<file path="src/rtl/multicycle_control_if.sv">
// Control bundle between the multicycle controller and its datapath.
// The controller takes the master view; the datapath (or a bench) takes the slave view.
interface multicycle_control_if #(
  parameter int OPCODE_W = 6,
  parameter int ALUOP_W  = 2,
  parameter int CNT_W    = 16
);
  logic [OPCODE_W-1:0] opcode;
  logic                mem_ready;
  logic                zero;
  logic [2:0]          state;
  logic                pc_write;
  logic                ir_write;
  logic                reg_write;
  logic                reg_dst;
  logic                alu_src;
  logic                mem_read;
  logic                mem_write;
  logic                mem_to_reg;
  logic [ALUOP_W-1:0]  alu_op;
  logic [1:0]          pc_src;
  logic                illegal;
  logic [CNT_W-1:0]    retired;

  modport master (
    input  opcode, mem_ready, zero,
    output state, pc_write, ir_write, reg_write, reg_dst, alu_src, mem_read,
           mem_write, mem_to_reg, alu_op, pc_src, illegal, retired
  );

  modport slave (
    output opcode, mem_ready, zero,
    input  state, pc_write, ir_write, reg_write, reg_dst, alu_src, mem_read,
           mem_write, mem_to_reg, alu_op, pc_src, illegal, retired
  );
endinterface

</file>
<file path="src/rtl/multicycle_control.sv">
// Multicycle CPU controller: FETCH/DECODE/EXEC/MEM/WB sequencer with a sticky
// illegal-opcode trap and a wrapping retired-instruction counter.
module multicycle_control #(
  parameter int OPCODE_W = 6,
  parameter int ALUOP_W  = 2,
  parameter int CNT_W    = 16,
  parameter int OP_R     = 4,
  parameter int OP_ADDIU = 12,
  parameter int OP_SUBIU = 13,
  parameter int OP_SW    = 16,
  parameter int OP_LW    = 17,
  parameter int OP_BEQ   = 19,
  parameter int OP_J     = 28
) (
  input logic                 clk,
  input logic                 rst,
  multicycle_control_if.master bus
);

  typedef enum logic [2:0] {
    FETCH  = 3'd0,
    DECODE = 3'd1,
    EXEC   = 3'd2,
    MEM    = 3'd3,
    WB     = 3'd4,
    TRAP   = 3'd5
  } state_t;

  localparam logic [OPCODE_W-1:0] OPC_R     = OPCODE_W'(OP_R);
  localparam logic [OPCODE_W-1:0] OPC_ADDIU = OPCODE_W'(OP_ADDIU);
  localparam logic [OPCODE_W-1:0] OPC_SUBIU = OPCODE_W'(OP_SUBIU);
  localparam logic [OPCODE_W-1:0] OPC_SW    = OPCODE_W'(OP_SW);
  localparam logic [OPCODE_W-1:0] OPC_LW    = OPCODE_W'(OP_LW);
  localparam logic [OPCODE_W-1:0] OPC_BEQ   = OPCODE_W'(OP_BEQ);
  localparam logic [OPCODE_W-1:0] OPC_J     = OPCODE_W'(OP_J);

  localparam logic [ALUOP_W-1:0] ALU_RTYPE = ALUOP_W'(2'b10);
  localparam logic [ALUOP_W-1:0] ALU_ADD   = ALUOP_W'(2'b01);
  localparam logic [ALUOP_W-1:0] ALU_SUB   = ALUOP_W'(2'b00);

  function automatic logic isDefined(input logic [OPCODE_W-1:0] op);
    return (op == OPC_R) || (op == OPC_ADDIU) || (op == OPC_SUBIU) || (op == OPC_SW) ||
           (op == OPC_LW) || (op == OPC_BEQ) || (op == OPC_J);
  endfunction

  state_t              state_r;
  state_t              nextState_s;
  logic [OPCODE_W-1:0] opQ_r;
  logic [OPCODE_W-1:0] curOp_s;
  logic                illegal_r;
  logic [CNT_W-1:0]    retired_r;
  logic                retire_s;
  logic                setIllegal_s;
  logic                pcWrite_s;
  logic                irWrite_s;
  logic                regWrite_s;
  logic                regDst_s;
  logic                aluSrc_s;
  logic                memRead_s;
  logic                memWrite_s;
  logic                memToReg_s;
  logic [ALUOP_W-1:0]  aluOp_s;
  logic [1:0]          pcSrc_s;

  // In DECODE the opcode is decoded as it is being latched, so a J can redirect the PC that cycle.
  assign curOp_s = (state_r == DECODE) ? bus.opcode : opQ_r;

  // Next-state and control decode from state, latched opcode, mem_ready and zero.
  always_comb begin
    nextState_s  = state_r;
    retire_s     = 1'b0;
    setIllegal_s = 1'b0;
    pcWrite_s    = 1'b0;
    irWrite_s    = 1'b0;
    regWrite_s   = 1'b0;
    regDst_s     = 1'b0;
    aluSrc_s     = 1'b0;
    memRead_s    = 1'b0;
    memWrite_s   = 1'b0;
    memToReg_s   = 1'b0;
    aluOp_s      = ALU_ADD;
    pcSrc_s      = 2'd0;
    case (state_r)
      FETCH: begin
        memRead_s = 1'b1;
        if (bus.mem_ready) begin
          irWrite_s   = 1'b1;
          pcWrite_s   = 1'b1;
          nextState_s = DECODE;
        end else begin
          nextState_s = FETCH;
        end
      end
      DECODE: begin
        if (curOp_s == OPC_J) begin
          pcWrite_s   = 1'b1;
          pcSrc_s     = 2'd2;
          retire_s    = 1'b1;
          nextState_s = FETCH;
        end else if (isDefined(curOp_s)) begin
          nextState_s = EXEC;
        end else begin
          setIllegal_s = 1'b1;
          nextState_s  = TRAP;
        end
      end
      EXEC: begin
        if (curOp_s == OPC_R) begin
          aluOp_s = ALU_RTYPE;
        end else if ((curOp_s == OPC_SUBIU) || (curOp_s == OPC_BEQ)) begin
          aluOp_s = ALU_SUB;
        end else begin
          aluOp_s = ALU_ADD;
        end
        aluSrc_s = (curOp_s == OPC_ADDIU) || (curOp_s == OPC_SUBIU) ||
                   (curOp_s == OPC_LW) || (curOp_s == OPC_SW);
        if (curOp_s == OPC_BEQ) begin
          pcWrite_s   = bus.zero;
          pcSrc_s     = 2'd1;
          retire_s    = 1'b1;
          nextState_s = FETCH;
        end else if ((curOp_s == OPC_LW) || (curOp_s == OPC_SW)) begin
          nextState_s = MEM;
        end else begin
          nextState_s = WB;
        end
      end
      MEM: begin
        memRead_s  = (curOp_s == OPC_LW);
        memWrite_s = (curOp_s == OPC_SW);
        if (!bus.mem_ready) begin
          nextState_s = MEM;
        end else if (curOp_s == OPC_LW) begin
          nextState_s = WB;
        end else begin
          retire_s    = 1'b1;
          nextState_s = FETCH;
        end
      end
      WB: begin
        regWrite_s  = 1'b1;
        regDst_s    = (curOp_s == OPC_R);
        memToReg_s  = (curOp_s == OPC_LW);
        retire_s    = 1'b1;
        nextState_s = FETCH;
      end
      TRAP: begin
        nextState_s = TRAP;
      end
      default: begin
        nextState_s = FETCH;
      end
    endcase
  end

  // State register, opcode latch, sticky illegal flag and retired counter.
  always_ff @(posedge clk or posedge rst) begin
    if (rst) begin
      state_r   <= FETCH;
      opQ_r     <= {OPCODE_W{1'b0}};
      illegal_r <= 1'b0;
      retired_r <= {CNT_W{1'b0}};
    end else begin
      state_r <= nextState_s;
      if (state_r == DECODE) begin
        opQ_r <= bus.opcode;
      end
      if (setIllegal_s) begin
        illegal_r <= 1'b1;
      end
      if (retire_s) begin
        retired_r <= retired_r + CNT_W'(1);
      end
    end
  end

  assign bus.state      = state_r;
  assign bus.pc_write   = pcWrite_s;
  assign bus.ir_write   = irWrite_s;
  assign bus.reg_write  = regWrite_s;
  assign bus.reg_dst    = regDst_s;
  assign bus.alu_src    = aluSrc_s;
  assign bus.mem_read   = memRead_s;
  assign bus.mem_write  = memWrite_s;
  assign bus.mem_to_reg = memToReg_s;
  assign bus.alu_op     = aluOp_s;
  assign bus.pc_src     = pcSrc_s;
  assign bus.illegal    = illegal_r;
  assign bus.retired    = retired_r;

endmodule

</file>
<file path="src/flat_wrapper.sv">
// flat-port wrapper written by rule: the top's interface ports become plain ports
module multicycle_control_flat 
#(
  parameter int OPCODE_W = 6,
  parameter int ALUOP_W  = 2,
  parameter int CNT_W    = 16,
  parameter int OP_R     = 4,
  parameter int OP_ADDIU = 12,
  parameter int OP_SUBIU = 13,
  parameter int OP_SW    = 16,
  parameter int OP_LW    = 17,
  parameter int OP_BEQ   = 19,
  parameter int OP_J     = 28
)
  (clk, rst, bus_opcode, bus_mem_ready, bus_zero, bus_state, bus_pc_write, bus_ir_write, bus_reg_write, bus_reg_dst, bus_alu_src, bus_mem_read, bus_mem_write, bus_mem_to_reg, bus_alu_op, bus_pc_src, bus_illegal, bus_retired);
  multicycle_control_if #(.OPCODE_W(OPCODE_W), .ALUOP_W(ALUOP_W), .CNT_W(CNT_W)) bus_i ();
  input logic clk;
  input logic rst;
  input wire logic [$bits(bus_i.opcode)-1:0] bus_opcode;
  input wire logic [$bits(bus_i.mem_ready)-1:0] bus_mem_ready;
  input wire logic [$bits(bus_i.zero)-1:0] bus_zero;
  output wire logic [$bits(bus_i.state)-1:0] bus_state;
  output wire logic [$bits(bus_i.pc_write)-1:0] bus_pc_write;
  output wire logic [$bits(bus_i.ir_write)-1:0] bus_ir_write;
  output wire logic [$bits(bus_i.reg_write)-1:0] bus_reg_write;
  output wire logic [$bits(bus_i.reg_dst)-1:0] bus_reg_dst;
  output wire logic [$bits(bus_i.alu_src)-1:0] bus_alu_src;
  output wire logic [$bits(bus_i.mem_read)-1:0] bus_mem_read;
  output wire logic [$bits(bus_i.mem_write)-1:0] bus_mem_write;
  output wire logic [$bits(bus_i.mem_to_reg)-1:0] bus_mem_to_reg;
  output wire logic [$bits(bus_i.alu_op)-1:0] bus_alu_op;
  output wire logic [$bits(bus_i.pc_src)-1:0] bus_pc_src;
  output wire logic [$bits(bus_i.illegal)-1:0] bus_illegal;
  output wire logic [$bits(bus_i.retired)-1:0] bus_retired;
  assign bus_i.opcode = bus_opcode;
  assign bus_i.mem_ready = bus_mem_ready;
  assign bus_i.zero = bus_zero;
  assign bus_state = bus_i.state;
  assign bus_pc_write = bus_i.pc_write;
  assign bus_ir_write = bus_i.ir_write;
  assign bus_reg_write = bus_i.reg_write;
  assign bus_reg_dst = bus_i.reg_dst;
  assign bus_alu_src = bus_i.alu_src;
  assign bus_mem_read = bus_i.mem_read;
  assign bus_mem_write = bus_i.mem_write;
  assign bus_mem_to_reg = bus_i.mem_to_reg;
  assign bus_alu_op = bus_i.alu_op;
  assign bus_pc_src = bus_i.pc_src;
  assign bus_illegal = bus_i.illegal;
  assign bus_retired = bus_i.retired;
  multicycle_control #(.OPCODE_W(OPCODE_W), .ALUOP_W(ALUOP_W), .CNT_W(CNT_W), .OP_R(OP_R), .OP_ADDIU(OP_ADDIU), .OP_SUBIU(OP_SUBIU), .OP_SW(OP_SW), .OP_LW(OP_LW), .OP_BEQ(OP_BEQ), .OP_J(OP_J)) u_core (.clk(clk), .rst(rst), .bus(bus_i));
endmodule
</file>
<file path="config.mk">
export PLATFORM = sky130hd
export DESIGN_NAME = multicycle_control_flat
export DESIGN_NICKNAME = d
export VERILOG_FILES = /design/src/rtl/multicycle_control_if.sv /design/src/rtl/multicycle_control.sv /design/src/flat_wrapper.sv
export SDC_FILE = /design/constraint.sdc
export NUM_CORES = 1
export LEC_CHECK = 0
export ABC_AREA = 1
export ABC_CLOCK_PERIOD_IN_PS = 5300
export CORE_ASPECT_RATIO = 0.8
export CORE_UTILIZATION = 53
export DETAILED_ROUTE_END_ITERATION = 7
export MAX_ROUTING_LAYER = met4
export PLACE_DENSITY = 0.81
export SYNTH_ARGS = -nofsm -noshare
export SYNTH_HDL_FRONTEND = slang
export SYNTH_SLANG_ARGS = --single-unit
</file>
<file path="constraint.sdc">
create_clock -name clk -period 5.3 [get_ports clk]
set_input_delay 1.06 -clock clk [delete_from_list [all_inputs] [get_ports clk]]
set_output_delay 1.06 -clock clk [all_outputs]
set_load 0.05 [all_outputs]
</file>
==> results.yml <==
routing:
  vias: 1700
  wl_met2_um: 1815
  top_layer_used: "met4"
  wl_per_cell_um: 12.92
  drc_errors: 0
  routed_wl_um: 4120
  antenna_left: 0
  via_per_inst: 5.329
  met1_length_um: 2008
  drt_iter0_drc: 102
  wl_met3_um: 269
  first_pass_iters: 5
final_layout:
  antenna_cells: 0
  nets: 292
  most-common-layout-cells: "nand2_1 (65), clkdlybuf4s50_1 (41), nand3_1 (31), inv_1 (27), dfrtp_1 (26)"
  area_growth_pct: 25.96
  drive_gt1_share_pct: 11.83
  final_common_cell: "nand2_1"
timing:
  max-slew-margin-rel_pct: 33.71
  fin_crit_sh_pct: 79.68
  finalClockSkew_ps: 2.592
  setup_violations: 0
  rsz0062_at_grt: "no"
  timing.fmax_mhz: 236.8
  hold_slack_ps: 468.9
  setup_tns_ps: 0
  drv_slew: 0
  layout_min_cycle_time_ps: 4223
  worst_slew_pin_slew_ps: 993.3
  hold_viol: 0
clock_network:
  cts_tree: "yes"
  worstSkewPairLatency_ps: 270
  cts.sink_count: 26
  htreeDepth: 1
  post_cts_resize_count: 0
  cts_buffers: 3
  ctsHoldBuffers: 0
  cts_root_buffer: "clkbuf_8"
  clk_pin_slew_ps: 80
  cts_buffer_depth: 2
  post_cts_buffers: 0
pwr:
  p_total_uw: 1114
  p_leak_uw: 0.001079
  pwr-share-seq_pct: 27.1
  power.internal_uw: 505.7
  power_frac_clock_pct: 10.0
  pwr_density_cell_mw_per_mm2: 501.2
  switching_power_uw: 608.0
  swShare_pct: 54.59
  ir_drop_v: 0.0004075
  power_frac_comb_pct: 62.9
setup_path:
  critPathMostFrequentCell: "nand2_1"
  cpMaxStageDelayCell: "clkdlybuf4s50_1"
  critPathMaxStageDelay_ps: 800
  critPathKind: "in -> out"
  startpoint_type: "primary input"
  crit_path_cell_trace: "clkdlybuf4s50_1 -> nand3_1 -> nand2_1 -> nand2_1 -> nor2_2 -> nand3_2 -> inv_1 -> nand2_1 -> nand3b_1 -> clkdlybuf4s50_1"
  cp_data_arrival_time_ps: 3160
  worstPathRequired_ps: 4240
  crit_fanout: 4
  end_kind: "output pin"
floorplanning:
  die_w_um: 66.51
  die_y_um: 53.61
  start_util_pct: 56.35
  core.rowCount: 18
  coreArea_mm2: 0.003131
  dieArea_mm2: 0.003565
  ios: 42
logic_synthesis:
  syn-num-nets: 251
  synth_seq_cells: 26
  syn_inst: 240
  synth_warnings: 0
  seq_area_frac_synth_pct: 36.88
  syn_avg_cell_area_um2: 7.351
  synth.distinct_cells: 28
  syn-cell-area_mm2: 0.001764
placement:
  dp_hpwl_um: 3064
  port_buffers: 41
  gp_congestion: 0.8640
run_status:
  run_status: "finished clean"
grt:
  grt_overflow_total: 0
  grt_pass1_vias: 1391
  grt_pass1_wl_um: 6644
  grt_max_degree: 27
  antenna_found_initial: 0
  grt_usage_pct: 26.22
job:
  maxCapViolations: 0
hold_path:
  min_path_type: "reg -> reg"
## Yosys cell counts, drive strengths merged
| master | count | area share, % |
|---|---|---|
| dfrtp | 26 | 37 |
| buf | 5 | 2.5 |
| nor2 | 24 | 6.2 |
| ha | 1 | 0.71 |
| nand3 | 34 | 10 |
| o21bai | 1 | 0.43 |
| o21ai | 3 | 1.1 |
| nor3 | 4 | 1.1 |
| a21oi | 3 | 1.5 |
| xor2 | 10 | 5.0 |
| nand2 | 82 | 21 |
| nand4 | 3 | 1.1 |
| inv | 31 | 6.7 |
| xnor2 | 4 | 2.0 |
| nor4 | 3 | 1.1 |
| nand3b | 6 | 2.6 |
## power groups by stage
stage	registers (uW)	logic (uW)	clock network, uW
after floorplan	382	467	0
after global placement	303	685	0
after detailed placement	305	695	0
after CTS	301	698	114
after global routing	309	758	122
final	302	700	112
## routing by layer
layer,vias to the layer above,GRT usage [%]
li1,832,-
met1,801,38.17
met2,63,39.12
met3,4,4.449
met4,0,4.255
met5,-,-
## worst max-delay path, delay by kind of cell
| kind | cells | cell delay [ps] |
|---|---|---|
| AND/OR/NAND/NOR | 7 | 700 |
| buffers and inverters | 3 | 1390 |
## cells by family (layout without fill, tap and decap cells)
family | after synthesis | count (layout) | synth area share, %
AOI/OAI and AO/OA | 7 | 7 | 2.979
adders and majority gates | 1 | 1 | 0.7091
and+or+nand+nor | 156 | 156 | 43.26
DFF | 26 | 26 | 36.88
xor gates and xnor gates | 14 | 14 | 6.950
buffers and inverters | 36 | 75 | 9.220
## final timing paths
path,start,endpoint,slack [ps],cells after the start
setup reg to reg,u_core.bus.state[2],u_core.bus.retired[0],2750,10
max in group asynchronous,rst,u_core.bus.retired[13],3380,2
hold / removal,u_core.bus.illegal,u_core.bus.illegal,470,2
setup / recovery,bus_opcode[4],bus_pc_write,1080,10
hold reg to reg,u_core.bus.illegal,u_core.bus.illegal,470,2
min in group asynchronous,rst,u_core.bus.retired[8],1320,2
## metrics by stage
step                      utilization, %  instances  area, um2  worst slack (ps)
final                              70.98        319       2222              1077
after global routing               70.98        319       2222             898.5
after CTS                          70.98        319       2222              1073
after detailed placement           69.66        316       2181              1074
after global placement             69.66        316       2181              1119
after floorplan                        -        240       1764              1123
## layout make-up
class / count / area (um2)
inverters: 31 / 118.9
clock buffers: 3 / 41.29
flip-flops and latches: 26 / 650.6
multi-input cells: 178 / 950.9
well taps: 40 / 50.05
repair buffers: 41 / 410.4
fillers: 285 / 908.4
## registers in the layout, indices dropped and copies added, names as in the netlist
register and count:
u_core.bus.illegal 1, u_core.bus.retired 16, u_core.bus.state 3, u_core.opQ_r 6
No activity file was read; power rests on OpenSTA's default activity.
